===== config.mk =====
export PLATFORM = sky130hd
export DESIGN_NAME = cpu_io_responder
export DESIGN_NICKNAME = d
export VERILOG_FILES = /design/src/rtl/cpu_io_responder.sv
export SDC_FILE = /design/constraint.sdc
export NUM_CORES = 1
export LEC_CHECK = 0
export ABC_CLOCK_PERIOD_IN_PS = 8400
export CORE_ASPECT_RATIO = 0.5
export CORE_MARGIN = 8
export CORE_UTILIZATION = 45
export CTS_BUF_LIST = sky130_fd_sc_hd__clkbuf_8
export CTS_CLUSTER_DIAMETER = 120
export DETAILED_ROUTE_END_ITERATION = 10
export PLACE_DENSITY = 0.68
export SETUP_SLACK_MARGIN = 0.2
export SLEW_MARGIN = 15
export SYNTH_ARGS = -nofsm -noshare
export SYNTH_HDL_FRONTEND = slang
export SYNTH_SLANG_ARGS = --single-unit

===== constraint.sdc =====
create_clock -name clk -period 8.4 [get_ports clk]
set_input_delay 0.84 -clock clk [delete_from_list [all_inputs] [get_ports clk]]
set_output_delay 0.84 -clock clk [all_outputs]
set_load 0.02 [all_outputs]

===== src/rtl/cpu_io_responder.sv =====
// Memory-mapped I/O peripheral on the CPU I/O bus: four output ports, four synchronised
// input ports with change flags, a W1C status register and an interrupt-enable register.
module cpu_io_responder #(
    parameter int DW          = 8,
    parameter int WAIT_CYCLES = 1
) (
    input  logic          clk,
    input  logic          reset,
    input  logic          io_req,
    input  logic          io_we,
    input  logic [2:0]    io_addr,
    input  logic [DW-1:0] io_wdata,
    output logic [DW-1:0] io_rdata,
    output logic          io_ack,
    input  logic [DW-1:0] in_port0,
    input  logic [DW-1:0] in_port1,
    input  logic [DW-1:0] in_port2,
    input  logic [DW-1:0] in_port3,
    output logic [DW-1:0] out_port0,
    output logic [DW-1:0] out_port1,
    output logic [DW-1:0] out_port2,
    output logic [DW-1:0] out_port3,
    output logic          io_irq
);

    typedef enum logic [1:0] {IDLE, BUSY, ACK} state_t;

    localparam logic [2:0] ADDR_STATUS = 3'd4;
    localparam logic [2:0] ADDR_IRQEN  = 3'd5;

    state_t state, state_nxt;
    logic   access;

    logic [3:0]          cnt;
    logic                we_q;
    logic [2:0]          addr_q;
    logic [DW-1:0]       wdata_q;
    logic [3:0][DW-1:0]  sync1, sync2, prev, outs;
    logic [3:0]          new_flag, irq_en, changed, clr;
    logic [DW-1:0]       rdata_nxt;

    // FSM state register
    always_ff @(posedge clk or posedge reset) begin
        if (reset) state <= IDLE;
        else       state <= state_nxt;
    end

    always_comb begin
        state_nxt = state;
        access    = 1'b0;
        case (state)
            IDLE: if (io_req) state_nxt = BUSY;
            BUSY: if (cnt == 4'd0) begin
                access    = 1'b1;
                state_nxt = ACK;
            end
            ACK:  if (!io_req) state_nxt = IDLE;
            default: state_nxt = IDLE;
        endcase
    end

    // Bus fields are captured once so that bus activity during BUSY is ignored
    always_ff @(posedge clk or posedge reset) begin
        if (reset) begin
            cnt     <= '0;
            we_q    <= 1'b0;
            addr_q  <= '0;
            wdata_q <= '0;
        end else if (state == IDLE && io_req) begin
            cnt     <= 4'(WAIT_CYCLES);
            we_q    <= io_we;
            addr_q  <= io_addr;
            wdata_q <= io_wdata;
        end else if (state == BUSY && cnt != 4'd0) begin
            cnt <= cnt - 4'd1;
        end
    end

    always_comb begin
        changed = '0;
        for (int i = 0; i < 4; i++) changed[i] = (sync2[i] != prev[i]);
    end

    // Read-of-port and STATUS W1C clears; a simultaneous new change wins over both
    always_comb begin
        clr = '0;
        if (access && !we_q && !addr_q[2]) clr[addr_q[1:0]] = 1'b1;
        if (access && we_q && addr_q == ADDR_STATUS) clr = clr | wdata_q[3:0];
    end

    always_comb begin
        case (addr_q)
            3'd0, 3'd1, 3'd2, 3'd3: rdata_nxt = sync2[addr_q[1:0]];
            ADDR_STATUS:            rdata_nxt = {{(DW-4){1'b0}}, new_flag};
            ADDR_IRQEN:             rdata_nxt = {{(DW-4){1'b0}}, irq_en};
            default:                rdata_nxt = '0;
        endcase
    end

    always_ff @(posedge clk or posedge reset) begin
        if (reset) begin
            sync1    <= '0;
            sync2    <= '0;
            prev     <= '0;
            new_flag <= '0;
        end else begin
            sync1    <= {in_port3, in_port2, in_port1, in_port0};
            sync2    <= sync1;
            prev     <= sync2;
            new_flag <= changed | (new_flag & ~clr);
        end
    end

    always_ff @(posedge clk or posedge reset) begin
        if (reset) begin
            outs     <= '0;
            irq_en   <= '0;
            io_rdata <= '0;
        end else if (access) begin
            if (we_q) begin
                if (!addr_q[2])               outs[addr_q[1:0]] <= wdata_q;
                else if (addr_q == ADDR_IRQEN) irq_en           <= wdata_q[3:0];
            end else begin
                io_rdata <= rdata_nxt;
            end
        end
    end

    assign io_ack    = (state == ACK);
    assign io_irq    = |(new_flag & irq_en);
    assign out_port0 = outs[0];
    assign out_port1 = outs[1];
    assign out_port2 = outs[2];
    assign out_port3 = outs[3];

endmodule


# Yosys cells after proc, flatten, opt, wreduce, memory -nomap -nowiden
# Cells that the tools add are included.
[word_totals]
output_inout_bits = 42
word_cells = 86
in_bits = 47
ff_bits = 162
[op_classes]
add_sub_neg = 1
n_lt_le_gt_ge = 2
n_reduce_logical = 20
n_eq_ne = 14
muxes = 18
bitwise_logic = 7
[op_table]
columns = ["operator", "count"]
rows = [
  ["$bwmux W32", 1],
  ["$ne A8 B8 Y1", 4],
  ["$pmux W8 S3", 1],
  ["$bmux W8 S2", 1],
  ["$demux W8 S2", 1],
  ["$mux W4", 4],
  ["$mux W8", 2],
  ["$and A4 B4 Y4", 2],
  ["$or A4 B4 Y4", 2],
  ["$reduce_or A4 Y1", 2],
  ["$logic_and A1 B1 Y1", 7],
  ["$eq A3 B2 Y1 const B", 2],
  ["$eq A3 B3 Y1 const B", 2],
  ["$mux W2", 3],
  ["$ne A2 B2 Y1 const B", 3],
  ["$pmux W2 S3", 1],
  ["$reduce_and A3 Y1", 2],
  ["$logic_not A4 Y1", 1],
  ["$not A4 Y4", 1],
  ["$reduce_and A4 Y1", 1],
  ["$reduce_bool A4 Y1", 1],
  ["$sub A4 B1 Y4 const B", 1],
  ["$eq A3 B1 Y1 const B", 1],
  ["$logic_not A3 Y1", 1],
  ["11 further kinds", 15],
]

# Logic depth before layout (Yosys ltp)
[depth]
word_depth = 11
mapped_depth = 7
ltp_nobuf = 5

# Worst setup path after synthesis
# Ideal clock, no wire load.
[synth_path]
path_type = "flip-flop to flip-flop"
from = "register cnt[0]"
to = "register outs, in the netlist out_port1[0]"
slack_ns = 6.254
t_arrival_ns = 2.021
t_required_ns = 8.275
synth_period_minus_slack_ns = 2.146
path_buffers = 2
path_stages_with_launch = 8
path_cell_list = "dfrtp_1 -> inv_1 -> ha_1 -> or3b_1 -> buf_6 -> or4_4 -> buf_6 -> mux2_4"
[synth_via]
elab_chain_len = 4
[synth_rtl]
columns = ["element", "line", "text"]
rows = [
  ["from (decl)", "34", "logic [3:0] cnt;"],
  ["from (signal assigned)", "70", "cnt <= 4'(WAIT_CYCLES);"],
  ["from (signal assigned)", "75", "cnt <= cnt - 4'd1;"],
  ["$logic_not A4 Y1", "53", "BUSY: if (cnt == 4'd0) begin"],
  ["$mux W1", "53", ""],
  ["$mux W1", "51", "case (state)"],
  ["$reduce_and A3 Y1 (no source line)", "--", ""],
  ["to (signal, indexed assignment)", "121", "if (!addr_q[2]) outs[addr_q[1:0]] <= wdata_q;"],
  ["to (decl)", "38", "logic [3:0][DW-1:0] sync1, sync2, prev, outs;"],
]
# Every way passes these cells.
# A chain may end at the register's enable or synchronous reset.

# Final worst setup path
[layout_path]
from = "register state[1]"
to = "output io_ack"
[layout_via]
elab_chain_len = 1
[layout_rtl]
columns = ["element", "line", "text"]
rows = [
  ["from (decl)", "31", "state_t state, state_nxt;"],
  ["from (signal assigned)", "45", "else state <= state_nxt;"],
  ["$eq A2 B2 Y1", "129", "assign io_ack = (state == ACK);"],
  ["to (decl)", "14", "output logic io_ack,"],
]
# Every way passes these cells.

==> out/metrics.cfg <==
[status]
status=finished clean

[synthesis]
syn_inst=377
synthArstFlopShare=1.000
syn-cell-area_sq_mm=0.005813
synth_cell_type_count=36
synth_top_cells_by_count=dfrtp_1 (162), nand2_1 (34), mux2_2 (32), xor2_1 (32), inv_1 (13)
synth_area_leaders=dfrtp_1 (70%), mux2_2 (6.2%), xor2_1 (4.8%), mux2_4 (3.1%), mux4_2 (3.1%)
ys.warnings.count=0
ys_ff_latch=162
synth-main-ff-cell=dfrtp_1
synth_fp_nets=425
yosysTopAreaCellShare=0.6974
synth_edf_count=0
yosysSeqAreaShare=0.6974
synth_area_per_cell_sq_um=15.42
synth_area_leader_cell=dfrtp_1
synth_most_common_cell=dfrtp_1

[critical_path]
worstSetupPathType=flip-flop to output port
worstRegToRegCells=5
worstPathMaxFanout=6
start_kind=flip-flop
cp.required_ns=7.56
worstPathArrival_ns=1.70
end_kind=output port
rrSetupSlack_ns=5.93

[layout]
fin_cells=655
drive_above_1_share=0.1835
n_antenna_cell=0
fin_nets=521
synthToLayoutAreaGrowth_pct=24.90
nFillCells=1000

[die]
dieArea_sq_mm=0.01703
die_w_microns=176.7
fp.dieH_microns=96.37
rows=29
core-area_sq_mm=0.01263
initial_core_util=0.4604
boundaryPins=89

[timing]
final_max_slew_viol_count=0
fin_crit_sh=0.3024
fmax_mhz=393.7
timing.final.ws_setup_ns=5.860
min_period_ns=2.540
worst_slew_pin_slew_ns=0.9989
hold_viol=0
rsz0062_at_grt=false
fin_worst_skew_ns=0.01232
fin_tns_setup_ns=0
final-setup-viol-count=0
slew_headroom=0.3341

[cts]
postCtsSetupBuffers=0
clkSinkCount=162
root_buffer=clkbuf_8
clk_latency_ns=0.43
cts.clk_slew.worst_paths_ns=0.08
postCtsHoldBufs=0
post_cts_resized=0
h-tree-depth=4
cts_tree=yes
clockBufferDepth=2
cts_made_buffers=17

[detailed_routing]
drt_iter0_markers=228
antenna_left=0
drt_wl_total_microns=10980
dr.pass1.iters=4
avgRoutedWirePerCell_microns=16.76
vias=3226
drcViolationCount=0
vias_per_cell=4.925

[pwr]
power_uw=2175
ir_drop_uv=133.2
power_density_mw_per_mm2=299.5
p_leak_uw=0.003220

[global_routing]
grt_antenna_before_repair=0
grt_pass1_wl_microns=17840
grt_pass1_vias=3362
grt_usage=0.1358
grt_max_degree=85
overflow=0

[hold_path]
hold_class=flip-flop to flip-flop
hold_depth=0

[placement]
dp_hpwl_microns=7748
dp_cells=624
pre_cts_ws_ns=5.466
port_buffers=88
routabilityCongestion=0.7667

[flow_run]
drv_cap=0

## final cells by class
class                   instances  area (sq um)  share of cell area
inverters                      14         57.56            0.007927
clock buffers                  19         261.5             0.03602
multi-input cells             189          1654              0.2278
flip-flops and latches        162          4054              0.5583
clock inverters                12         132.6             0.01827
well taps                     170         212.7             0.02930
repair buffers                 89         888.4              0.1224
## logic make-up after synthesis
kind of cell | after synthesis | share of synthesized area
compound gates | 29 | 0.03271
xor+xnor | 32 | 0.04821
fa+ha+maj | 1 | 0.002152
buf+inv | 26 | 0.02002
flops | 162 | 0.6974
mux | 56 | 0.1309
simple gates | 71 | 0.06866
## where the power goes
part | leakage, uW | internal, uW | switching, uW
sequential | 0.00197 | 903 | 137
clock | 0.000194 | 279 | 278
combinational | 0.00105 | 297 | 281
total | 0.00322 | 1480 | 695
## sequential cells by signal, indices dropped and copies added, names as in the netlist, 2 cells and up
| name | cells |
|---|---|
| sync1 | 32 |
| addr_q | 3 |
| prev | 32 |
| out_port2 | 8 |
| out_port3 | 8 |
| io_rdata | 8 |
| irq_en | 4 |
| cnt | 4 |
| sync2 | 32 |
| wdata_q | 8 |
| state | 2 |
| new_flag | 4 |
| out_port0 | 8 |
| out_port1 | 8 |
## worst max-delay path, stage by stage (launching register included)
cell and delay (ns):
dfrtp_1 0.45, nor2b_1 0.19, clkdlybuf4s50_1 0.62
## stage by stage
step,cell area (sq um),util,hold slack [ns]
2_1_floorplan,5813,-,0.3312
3_3_place_gp,6860,0.5433,0.3344
3_5_place_dp,6860,0.5433,0.3347
4_1_cts,7254,0.5745,0.3542
5_1_grt,7261,0.5750,0.3618
6_report,7261,0.5750,0.3523
## path summary, 6_finish.rpt
check | from | end
setup / recovery | state[1] | io_ack
hold / removal | sync1[25] | sync2[25]
setup reg to reg | cnt[0] | io_rdata[2]
hold reg to reg | sync1[25] | sync2[25]
max in group asynchronous | reset | sync2[22]
min in group asynchronous | reset | out_port0[6]
## per-layer routing
metal / vias to the layer above / routed length (microns) / part of all wire / track usage
li1: 1500 / - / - / -
met1: 1638 / 5483 / 0.50 / 0.1869
met2: 78 / 4675 / 0.43 / 0.2012
met3: 10 / 698 / 0.064 / 0.03879
met4: 0 / 117 / 0.011 / 0.05768
met5: - / 0 / 0 / 0
## cells in the final DEF (no fill, tap or decap), types with 4 or more instances in the layout
| master | count |
|---|---|
| mux2_2 | 32 |
| o211ai_1 | 5 |
| mux4_2 | 8 |
| nor2b_1 | 5 |
| inv_6 | 4 |
| clkbuf_8 | 19 |
| dfrtp_1 | 162 |
| inv_1 | 14 |
| clkdlybuf4s50_1 | 88 |
| clkinvlp_4 | 4 |
| mux2i_1 | 4 |
| nor4_1 | 12 |
| xor2_1 | 32 |
| nand2_1 | 34 |
| mux2_4 | 12 |
| o21ai_0 | 11 |
| a22o_1 | 4 |
Power figures use the tool's default switching activity.
